### src/rtl/dmem_arbiter.sv
// Two-master arbiter for a single-port data memory: grants one requester at a
// time and sequences each access as IDLE -> ACCESS -> DONE with a response strobe.
module dmem_arbiter #(
    parameter int DATA_W     = 32,
    parameter int ADDR_W     = 32,
    parameter int DMEM_WORDS = 256,
    parameter bit FIXED_PRIO = 1'b0
) (
    input  logic              clk,
    input  logic              rst_n,

    input  logic              m0_req_i,
    input  logic              m0_we_i,
    input  logic [ADDR_W-1:0] m0_addr_i,
    input  logic [DATA_W-1:0] m0_wdata_i,
    output logic              m0_gnt_o,
    output logic              m0_rvalid_o,
    output logic [DATA_W-1:0] m0_rdata_o,
    output logic              m0_err_o,

    input  logic              m1_req_i,
    input  logic              m1_we_i,
    input  logic [ADDR_W-1:0] m1_addr_i,
    input  logic [DATA_W-1:0] m1_wdata_i,
    output logic              m1_gnt_o,
    output logic              m1_rvalid_o,
    output logic [DATA_W-1:0] m1_rdata_o,
    output logic              m1_err_o,

    output logic [ADDR_W-1:0] mem_addr_o,
    output logic [DATA_W-1:0] mem_wdata_o,
    output logic              mem_we_o,
    input  logic [DATA_W-1:0] mem_rdata_i
);

    typedef enum logic [1:0] {
        S_IDLE   = 2'd0,
        S_ACCESS = 2'd1,
        S_DONE   = 2'd2
    } state_t;

    // One extra bit so DMEM_WORDS itself is representable for the range compare.
    localparam logic [ADDR_W:0] WORDS_LIM = (ADDR_W+1)'(DMEM_WORDS);

    state_t              state_q;
    logic                owner_q;      // 0 = M0, 1 = M1
    logic                last_q;       // master granted most recently
    logic                we_q;
    logic                err_q;
    logic [ADDR_W-1:0]   addr_q;
    logic [DATA_W-1:0]   wdata_q;
    logic                mem_we_q;
    logic [1:0]          gnt_q;
    logic [1:0]          rvalid_q;
    logic [1:0]          rsp_err_q;
    logic [DATA_W-1:0]   rdata_q [2];

    logic                pick_m1_d;
    logic                win_we_d;
    logic [ADDR_W-1:0]   win_addr_d;
    logic [DATA_W-1:0]   win_wdata_d;
    logic                win_in_range_d;

    // NOTE: every always_comb output gets a default first so no path leaves it
    // unassigned; otherwise synthesis infers a latch.
    always_comb begin
        pick_m1_d = m1_req_i;
        if (m0_req_i && m1_req_i) begin
            pick_m1_d = FIXED_PRIO ? 1'b0 : ~last_q;
        end
        win_we_d       = pick_m1_d ? m1_we_i    : m0_we_i;
        win_addr_d     = pick_m1_d ? m1_addr_i  : m0_addr_i;
        win_wdata_d    = pick_m1_d ? m1_wdata_i : m0_wdata_i;
        win_in_range_d = ({1'b0, win_addr_d} < WORDS_LIM);
    end

    // NOTE: state is updated with non-blocking assignments only, so every
    // register samples pre-edge values regardless of statement order.
    always_ff @(posedge clk or negedge rst_n) begin
        if (!rst_n) begin
            // NOTE: the two-entry response-data array is plain flops, so it is
            // reset along with the rest; large RAM arrays would not be.
            state_q   <= S_IDLE;
            owner_q   <= 1'b0;
            last_q    <= 1'b1;
            we_q      <= 1'b0;
            err_q     <= 1'b0;
            addr_q    <= '0;
            wdata_q   <= '0;
            mem_we_q  <= 1'b0;
            gnt_q     <= '0;
            rvalid_q  <= '0;
            rsp_err_q <= '0;
            for (int i = 0; i < 2; i++) begin
                rdata_q[i] <= '0;
            end
        end else begin
            case (state_q)
                S_IDLE: begin
                    if (m0_req_i || m1_req_i) begin
                        owner_q            <= pick_m1_d;
                        last_q             <= pick_m1_d;
                        we_q               <= win_we_d;
                        err_q              <= ~win_in_range_d;
                        addr_q             <= win_addr_d;
                        wdata_q            <= win_wdata_d;
                        mem_we_q           <= win_we_d & win_in_range_d;
                        gnt_q[pick_m1_d]   <= 1'b1;
                        state_q            <= S_ACCESS;
                    end
                end
                S_ACCESS: begin
                    gnt_q              <= '0;
                    mem_we_q           <= 1'b0;
                    rvalid_q[owner_q]  <= 1'b1;
                    rsp_err_q[owner_q] <= err_q;
                    rdata_q[owner_q]   <= (we_q || err_q) ? '0 : mem_rdata_i;
                    state_q            <= S_DONE;
                end
                S_DONE: begin
                    rvalid_q   <= '0;
                    rsp_err_q  <= '0;
                    rdata_q[0] <= '0;
                    rdata_q[1] <= '0;
                    state_q    <= S_IDLE;
                end
                default: begin
                    state_q <= S_IDLE;
                end
            endcase
        end
    end

    assign mem_addr_o  = addr_q;
    assign mem_wdata_o = wdata_q;
    assign mem_we_o    = mem_we_q;

    assign m0_gnt_o    = gnt_q[0];
    assign m0_rvalid_o = rvalid_q[0];
    assign m0_rdata_o  = rdata_q[0];
    assign m0_err_o    = rsp_err_q[0];

    assign m1_gnt_o    = gnt_q[1];
    assign m1_rvalid_o = rvalid_q[1];
    assign m1_rdata_o  = rdata_q[1];
    assign m1_err_o    = rsp_err_q[1];

endmodule

### config.mk
export PLATFORM = sky130hd
export DESIGN_NAME = dmem_arbiter
export DESIGN_NICKNAME = d
export VERILOG_FILES = /design/src/rtl/dmem_arbiter.sv
export SDC_FILE = /design/constraint.sdc
export NUM_CORES = 1
export LEC_CHECK = 0
export ABC_AREA = 1
export CAP_MARGIN = 20
export CORE_ASPECT_RATIO = 1.25
export CORE_UTILIZATION = 40
export DETAILED_ROUTE_END_ITERATION = 10
export PLACE_DENSITY = 0.77
export SLEW_MARGIN = 20
export SYNTH_ARGS = -nofsm -noshare
export SYNTH_HDL_FRONTEND = slang
export SYNTH_SLANG_ARGS = --single-unit
### constraint.sdc
create_clock -name clk -period 2.1 [get_ports clk]
set_input_delay 0.42 -clock clk [delete_from_list [all_inputs] [get_ports clk]]
set_output_delay 0.42 -clock clk [all_outputs]
set_load 0.01 [all_outputs]
# ---- After elaboration in Yosys (flattened, before gate mapping)
# Index checks and enable logic that the tools add are counted.
dict set report totals {
  wordCells 62
  regBits 141
  input_bits 166
}
dict set report classes {
  bitwise_logic 6
  eq_ne 3
  n_reduce_logical 11
  magnitude_cmp 7
  mux 22
}
# cell n
set op_table {}
lappend op_table {{32-bit two-way mux} 4}
lappend op_table {{64-bit case mux with 2 select lines} 1}
lappend op_table {{64-bit bitwise mux} 1}
lappend op_table {{32-bit demux with 1-bit select} 1}
lappend op_table {{32-bit by 9-bit less-than comparator with 1-bit output (second input constant)} 1}
lappend op_table {{2-bit case mux with 2 select lines} 4}
lappend op_table {{1-bit two-way mux} 5}
lappend op_table {{1-bit logical AND} 4}
lappend op_table {{1-bit by 2-bit less-than comparator with 1-bit output (second input constant)} 2}
lappend op_table {{2-bit two-way mux} 2}
lappend op_table {{2-bit OR} 2}
lappend op_table {{2-bit AND reduction} 2}
lappend op_table {{2-bit nonzero test} 2}
lappend op_table {{2-bit bitwise mux} 1}
lappend op_table {{1-bit demux with 1-bit select} 2}
lappend op_table {{2-bit by 1-bit equality test with 1-bit output (second input constant)} 1}
lappend op_table {{2-bit equality test (second input constant)} 1}
lappend op_table {{1-bit >= comparator (second input constant)} 2}
lappend op_table {{2-bit >= comparator (second input constant)} 1}
lappend op_table {{2-bit logical NOT} 1}
lappend op_table {{1-bit logical OR} 2}
lappend op_table {{2-bit by 1-bit less-than comparator with 1-bit output (second input constant)} 1}
lappend op_table {{2-bit inequality test (second input constant)} 1}
lappend op_table {{1-bit NOT} 2}
lappend op_table {{other kinds (3)} 3}

# ---- Depth between registers and ports, before layout
# Gate-level depths: netlist (run 1).
dict set report logic_depth {
  depth_word 9
  depth_mapped 12
  depth_no_buf 11
}

# ---- Worst setup path after synthesis (run 1)
# Ideal clock, no wire load.
dict set report synth_timing {
  path_kind {register -> register}
  from {register state_q[0]}
  to {register rdata_q (netlist bit m1_rdata_o[10])}
  path_buffers 2
  period_less_slack_ns 1.543
  stages_incl_launch_ff 8
  required_ns 2.017
  arrival_time_ns 1.461
  setup_slack_ns 0.557
  setup_time_ns 0.083
  path_cell_list {dfrtp_1 inv_1 ha_1 nand2_1 buf_2 clkbuf_1 nand3_1 o21ai_0}
}
dict set report synth_between {
  elab_chain_len 2
  word_cells_on_any_way 4
  classes_between {eq/ne: 2; mux: 1; reduce/logical: 1}
}
# item line
set synth_lines {}
lappend synth_lines {{from (decl)} 45} ;# state_t state_q;
lappend synth_lines {{from (signal assigned)} 83} ;# state_q <= S_IDLE;
lappend synth_lines {{from (signal assigned)} 109} ;# state_q <= S_ACCESS;
lappend synth_lines {{from (signal assigned)} 118} ;# state_q <= S_DONE;
lappend synth_lines {{2-bit equality test or 2-bit by 1-bit equality test with 1-bit output (tied branches)} 98} ;# case (state_q)
lappend synth_lines {{64-bit case mux with 2 select lines or 2-bit nonzero test (tied branches)} --}
lappend synth_lines {{to (signal, indexed assignment)} 117} ;# rdata_q[owner_q] <= (we_q || err_q) ? '0 : mem_rdata_i;
lappend synth_lines {{to (decl)} 56} ;# logic [DATA_W-1:0] rdata_q [2];
# Parallel ways exist; a longest one is shown, timed or not.
# A chain may end at the register's enable or synchronous reset.

# ---- Final worst setup path (run 1)
dict set report layout_timing {
  from {register wdata_q[23], in the netlist mem_wdata_o[23]}
  to {output mem_wdata_o[23]}
}
# item line
set layout_lines {}
lappend layout_lines {{from (decl)} 51} ;# logic [DATA_W-1:0] wdata_q;
lappend layout_lines {{from (signal assigned)} 106} ;# wdata_q <= win_wdata_d;
lappend layout_lines {{to (decl)} 31} ;# output logic [DATA_W-1:0] mem_wdata_o,
# No word-level cell between the ends.

==> flow_metrics.env, run 1 <==
export IMPL_status="finished clean"
export IMPL_route_detailed_drc=0
export IMPL_rsz0062_at_grt="false"
export IMPL_yosysUniqueCellTypes=23
export IMPL_synth_seq_cells=141
export IMPL_met3_usage_pct=9.00
export IMPL_fillCellCount=1300
export IMPL_crit_path_end_kind="primary output"
export IMPL_reg2reg_slack_ps=360
export IMPL_min_path_type="reg2reg"
export IMPL_synth_top_cell_area_share_pct=55.3
export IMPL_grtUsageMet1_pct=29.2
export IMPL_port_buffers=300
export IMPL_critPathKind="reg2out"
export IMPL_worst_path_stages=1
export IMPL_vdd_drop_max_mv=0.788
export IMPL_fin_nets=1214
export IMPL_arrival_ps=1400
export IMPL_synth_area_um2=6340
export IMPL_die_w_um=115
export IMPL_clock_skew_ps=6.22
export IMPL_cts_root_buf="clkbuf_16"
export IMPL_drive_gt1_share_pct=6.33
export IMPL_avgSynthCellArea_um2=8.42
export IMPL_routed_wl_mm=20.9
export IMPL_clk_latency_ps=410
export IMPL_slew_limit_headroom_pct=69.3
export IMPL_min_period_ps=1820
export IMPL_slowest_delay_ps=640
export IMPL_place_ws_ps=-5.07
export IMPL_syn_inst=753
export IMPL_overflow=0
export IMPL_cts_tree="built"
export IMPL_clkSinkCount=141
export IMPL_vias_per_cell=5.05
export IMPL_cp_cell_sequence="clkdlybuf4s50_1"
export IMPL_first_pass_iters=5
export IMPL_antenna_found_initial=0
export IMPL_synth_nets=922
export IMPL_initial_core_util_pct=40.9
export IMPL_fp_dieArea_um2=16400
export IMPL_grt_use_total_pct=26.5
export IMPL_grt_pass1_wl_mm=33.1
export IMPL_layout_common_cells="clkdlybuf4s50_1 (299), nand2_1 (173), o21ai_0 (156)"
export IMPL_synth_area_leaders="dfrtp_1 (55%), o21ai_0 (12%), nand2_1 (10%), nand3_1 (6.9%), nor2_1 (4.0%)"
export IMPL_setup_ws_ps=281
export IMPL_power_leakage_nw=4.51
export IMPL_hold_depth=2
export IMPL_crit_slowest_cell="clkdlybuf4s50_1"
export IMPL_worst_pin_slew_ps=459
export IMPL_maxCapViolCount=0
export IMPL_die_h_um=143
export IMPL_core_um2=15500
export IMPL_maxSlewViolCount=0
export IMPL_cp_start_kind="flop"
export IMPL_finalHoldViolCount=0
export IMPL_grt_util_met2_pct=45.5
export IMPL_finalCritPeriodShare_pct=86.6
export IMPL_max_freq_mhz=550
export IMPL_gp_congestion=0.914
export IMPL_rows=51
export IMPL_yosys_area_top_type="dfrtp_1"
export IMPL_first_global_vias=6516
export IMPL_cp_num_buf_inv=1
export IMPL_required_ps=1680
export IMPL_p_per_area_nw_per_um2=1460
export IMPL_clockBufferDepth=2
export IMPL_path_max_fanout=2
export IMPL_post_dp_hpwl_mm=15.2
export IMPL_wl_per_cell_um=16.4
export IMPL_vias=6411
export IMPL_htreeDepth=4
export IMPL_seq_area_frac_synth_pct=55.7
export IMPL_diodes=0
export IMPL_drtIter0Drc=369
export IMPL_clkTransAtPathRegs_ps=60
export IMPL_antenna_left=0
export IMPL_critPathTopFamily="buffers and inverters"
export IMPL_top_usage_layer="met2"
export IMPL_hp_start="mem_addr_o[23]$_DFFE_PN0P_"
export IMPL_area_delta_synth_final_pct=62.0
export IMPL_whs_endpoint="mem_addr_o[23]$_DFFE_PN0P_"
export IMPL_setup_viol=0
export IMPL_power_mw=15.0
export IMPL_r2r_start="last_q$_DFFE_PN1P_"
export IMPL_r2r_end="mem_wdata_o[3]$_DFFE_PN0P_"
export IMPL_ys_warnings_count=0
export IMPL_reg2regPathDepth=6
export IMPL_final_common_cell="clkdlybuf4s50_1"
export IMPL_cts_made_buffers=17
export IMPL_grt_max_degree=51
export IMPL_io_pins=301
## timing repair
item                                    4_1_cts  5_1_grt
setup buffers                                 0        0
endpoints found under the setup margin        0        0
gates resized for setup                       0        0
hold buffers                                  1        0
hold endpoints to repair                     42        0
## where the power goes
part	internal, mW	switching [mW]
Sequential	4.01	0.762
Clock	1.90	1.16
Combinational	3.49	3.67
Total	9.40	5.59
## flip-flops by register name, summed over array words and instances (netlist names)
register,cells
mem_wdata_o,32
owner_q,1
last_q,1
m1_rdata_o,32
m0_rdata_o,32
mem_addr_o,32
mem_we_o,1
we_q,1
rsp_err_q,2
state_q,2
err_q,1
rvalid_q,2
gnt_q,2
## how the worst max path moves through the flow
stage                                            from                          to  slack [ps]
after floorplan                state_q[0]$_DFFE_PN0P_  m1_rdata_o[10]$_DFFE_PN0P_         560
after global placement                       m1_req_i        gnt_q[0]$_DFFE_PN0P_         -10
after detailed placement                     m1_req_i        gnt_q[0]$_DFFE_PN0P_          -5
after CTS                 mem_wdata_o[23]$_DFFE_PN0P_             mem_wdata_o[23]         270
after global routing               last_q$_DFFE_PN1P_           err_q$_DFFE_PN0P_         210
final                     mem_wdata_o[23]$_DFFE_PN0P_             mem_wdata_o[23]         280
## final cells by class
| class | instances | area [µm²] | share of cell area, % |
|---|---|---|---|
| clock inverters | 14 | 169 | 1.65 |
| clock buffers | 18 | 439 | 4.28 |
| repair buffers | 325 | 3310 | 32.2 |
| multi-input cells | 527 | 2430 | 23.7 |
| inverters | 33 | 124 | 1.21 |
| well taps | 212 | 265 | 2.58 |
| flip-flops and latches | 141 | 3530 | 34.4 |
## logic make-up after synthesis
family / after synthesis / share of synthesized area, %
adders and majority gates: 3 / 0.592
and+or+nand+nor: 344 / 23.2
buffers and inverters: 85 / 6.08
AOI/OAI and AO/OA: 180 / 14.5
DFF: 141 / 55.7
## cells in the mapped netlist
cell type    n
inv_1       33
buf_8        1
nand3b_1     9
clkbuf_1    28
buf_4        3
buf_6        3
nor2_1      68
o21bai_1     1
a31oi_1      8
nand2_8      1
dfstp_2      1
o21ai_0    156
nand2_2      2
nand2_4      1
ha_1         3
dfrtp_1    140
nand3_1     87
a21oi_1      3
nand2_1    174
buf_2       17
o21ai_1     10
o21a_1       2
nor2_2       2
## metal layers
layer,part of all wire [%],routed length [µm]
met1,37,7790
met2,51,10600
met3,8.2,1720
met4,3.7,778
met5,0,0
## stage by stage
step,instances,setup TNS (ps),hold WS [ps],utilization (%),instance area [µm²]
detailed placement,1237,-8.44,384,62.2,9650
finish,1270,0,483,66.2,10300
global route,1270,0,512,66.2,10300
CTS,1270,0,487,66.2,10300
floorplan,753,0,124,-,6340
global placement,1237,-11.1,381,62.2,9650
Power figures use the tool's default switching activity.
==> run 2: changes to the inputs <==
- CORE_UTILIZATION: 40 -> 35
- DONT_BUFFER_PORTS: unset -> 1
- PLACE_DENSITY: 0.77 -> 0.47
==> run 2 against run 1 <==
- the flow now finishes with violations (negative hold slack)
- critical path depth grew 9
- design area shrank 31%
- flip-flop and latch count is the same
- first-iteration DRC count shrank 36%
- die area grew 14%
- register-to-register slack lost 120 ps
- largest power group is now sequential cells
==> flow_metrics.env, run 2 (synthesized netlist as in run 1, its figures left out) <==
export IMPL_r2r_end="mem_we_o$_DFFE_PN0P_"
export IMPL_overflow=0
export IMPL_clockBufferDepth=2
export IMPL_slew_limit_headroom_pct=71.5
export IMPL_cts_tree="built"
export IMPL_multi_input_area_um2=2430
export IMPL_vdd_drop_max_mv=0.597
export IMPL_power_leakage_nw=3.29
export IMPL_min_path_type="in2async"
export IMPL_die_h_um=152
export IMPL_crit_slowest_cell="dfstp_2"
export IMPL_placed_area_um2=6490
export IMPL_cp_cell_sequence="nand2_4 > nand2_8 > nand2_1 > nand2_1 > nand2_1 > nor2_1 > nand2_1 > nor2_1 > nand3_1 > nand2_1"
export IMPL_p_per_area_nw_per_um2=1710
export IMPL_fin_hold_ws_ps=-305
export IMPL_crit_start="last_q$_DFFE_PN1P_"
export IMPL_fp_dieArea_um2=18700
export IMPL_maxCapViolCount=0
export IMPL_critPathTopFamily="simple AND/OR/NAND/NOR gates"
export IMPL_grtUsageMet1_pct=23.3
export IMPL_fillCellCount=1788
export IMPL_reg2reg_slack_ps=240
export IMPL_rsz0062_at_grt="false"
export IMPL_clkSinkCount=141
export IMPL_area_delta_synth_final_pct=12.6
export IMPL_vias=5191
export IMPL_crit_top_cell="nand2_1"
export IMPL_initial_core_util_pct=36.1
export IMPL_first_pass_iters=4
export IMPL_ff_latch_area_um2=3530
export IMPL_core_um2=17600
export IMPL_fin_area_um2=7140
export IMPL_wl_per_cell_um=18.9
export IMPL_drtIter0Drc=236
export IMPL_die_w_um=122
export IMPL_grt_max_degree=142
export IMPL_finalCritPeriodShare_pct=88.7
export IMPL_arrival_ps=2210
export IMPL_cp_start_kind="flop"
export IMPL_post_cts_buffers=0
export IMPL_required_ps=2450
export IMPL_violations="negative hold slack"
export IMPL_rows=54
export IMPL_io_pins=301
export IMPL_grt_util_met2_pct=32.1
export IMPL_crit_path_end_kind="flop"
export IMPL_grt_pass1_wl_mm=28.7
export IMPL_vias_per_cell=5.35
export IMPL_maxSlewViolCount=0
export IMPL_status="finished with violations"
export IMPL_antenna_found_initial=0
export IMPL_clk_latency_ps=430
export IMPL_clock_skew_ps=12.8
export IMPL_drive_gt1_share_pct=7.37
export IMPL_min_period_ps=1860
export IMPL_route_detailed_drc=0
export IMPL_setup_viol=0
export IMPL_r2r_start="last_q$_DFFE_PN1P_"
export IMPL_grt_use_total_pct=19.9
export IMPL_diodes=0
export IMPL_routed_wl_mm=18.4
export IMPL_final_common_cell="nand2_1"
export IMPL_cts_root_buf="clkbuf_16"
export IMPL_htreeDepth=4
export IMPL_post_dp_hpwl_mm=12.4
export IMPL_worst_pin_slew_ps=427
export IMPL_max_freq_mhz=537
export IMPL_clkTransAtPathRegs_ps=60
export IMPL_cp_num_buf_inv=0
export IMPL_path_max_fanout=31
export IMPL_critPathKind="reg2reg"
export IMPL_first_global_vias=5205
export IMPL_gp_congestion=0.802
export IMPL_layout_common_cells="nand2_1 (173), o21ai_0 (156), dfrtp_1 (140)"
export IMPL_port_buffers=0
export IMPL_fin_setup_tns_ps=0
export IMPL_finalHoldViolCount=141
export IMPL_fin_nets=902
export IMPL_slowest_delay_ps=550
export IMPL_met3_usage_pct=8.35
export IMPL_cts_made_buffers=17
export IMPL_top_usage_layer="met2"
export IMPL_antenna_left=0
export IMPL_reg2regPathDepth=10
==> run 2: changes by cell type in the layout (fill, tap and decap cells not counted), sizes merged <==
cell | before | now
buf | 25 | 13
bufinv | 3 | 4
clkdlybuf4s50 | 299 | 0
clkinv | 8 | 2
clkinvlp | 2 | 3
dlygate4sd3 | 1 | 0
inv | 34 | 38
==> run 2: worst max-delay path by stage <==
stage,to,depth (start not counted)
after floorplan,m1_rdata_o[10]$_DFFE_PN0P_,7
after global placement,mem_we_o$_DFFE_PN0P_,10
after detailed placement,mem_addr_o[2]$_DFFE_PN0P_,5
after CTS,mem_we_o$_DFFE_PN0P_,10
after global routing,mem_addr_o[2]$_DFFE_PN0P_,5
final,mem_we_o$_DFFE_PN0P_,10
==> run 2: power by group <==
group	internal (mW)	leakage [nW]	total, mW	switching (mW)
clock network	2.05	0.306	3.29	1.25
registers	4.00	1.80	5.59	1.59
logic	1.09	1.19	3.35	2.25
==> run 2: layer usage <==
layer,routed length [µm],share of wire [%],vias to the layer above
met5,0,0,-
met3,1880,10,29
met2,9000,49,239
met4,427,2.3,0
li1,-,-,2458
met1,7060,38,2465
==> run 2: what timing repair did <==
action | CTS | global route
hold endpoints to repair | 141 | 141
gates resized for setup | 0 | 0
setup endpoints to repair | 0 | 0
==> run 2: cell type report <==
cell class                 count  area share, %
sequential                   141           49.5
multi-input combinational    527           34.1
clock inverter                14           2.89
clock buffer                  18           6.15
tap                          224           3.93
timing repair buffer          13           1.72
inverter                      33           1.74
==> run 2: stage by stage <==
| step | power, mW | util [%] | worst slack (ps) | std cells |
|---|---|---|---|---|
| floorplan | 7.84 | - | 557 | 753 |
| global placement | 8.92 | 36.9 | 279 | 938 |
| detailed placement | 9.05 | 36.9 | 233 | 938 |
| CTS | 12.4 | 40.6 | 218 | 970 |
| global route | 13.2 | 40.6 | 71.6 | 970 |
| finish | 12.2 | 40.6 | 237 | 970 |
==> run 3: changes to the inputs <==
- CAP_MARGIN: 20 -> unset
==> results of run 3 <==
The final DEF is identical to that of run 2; final timing and power are the same.
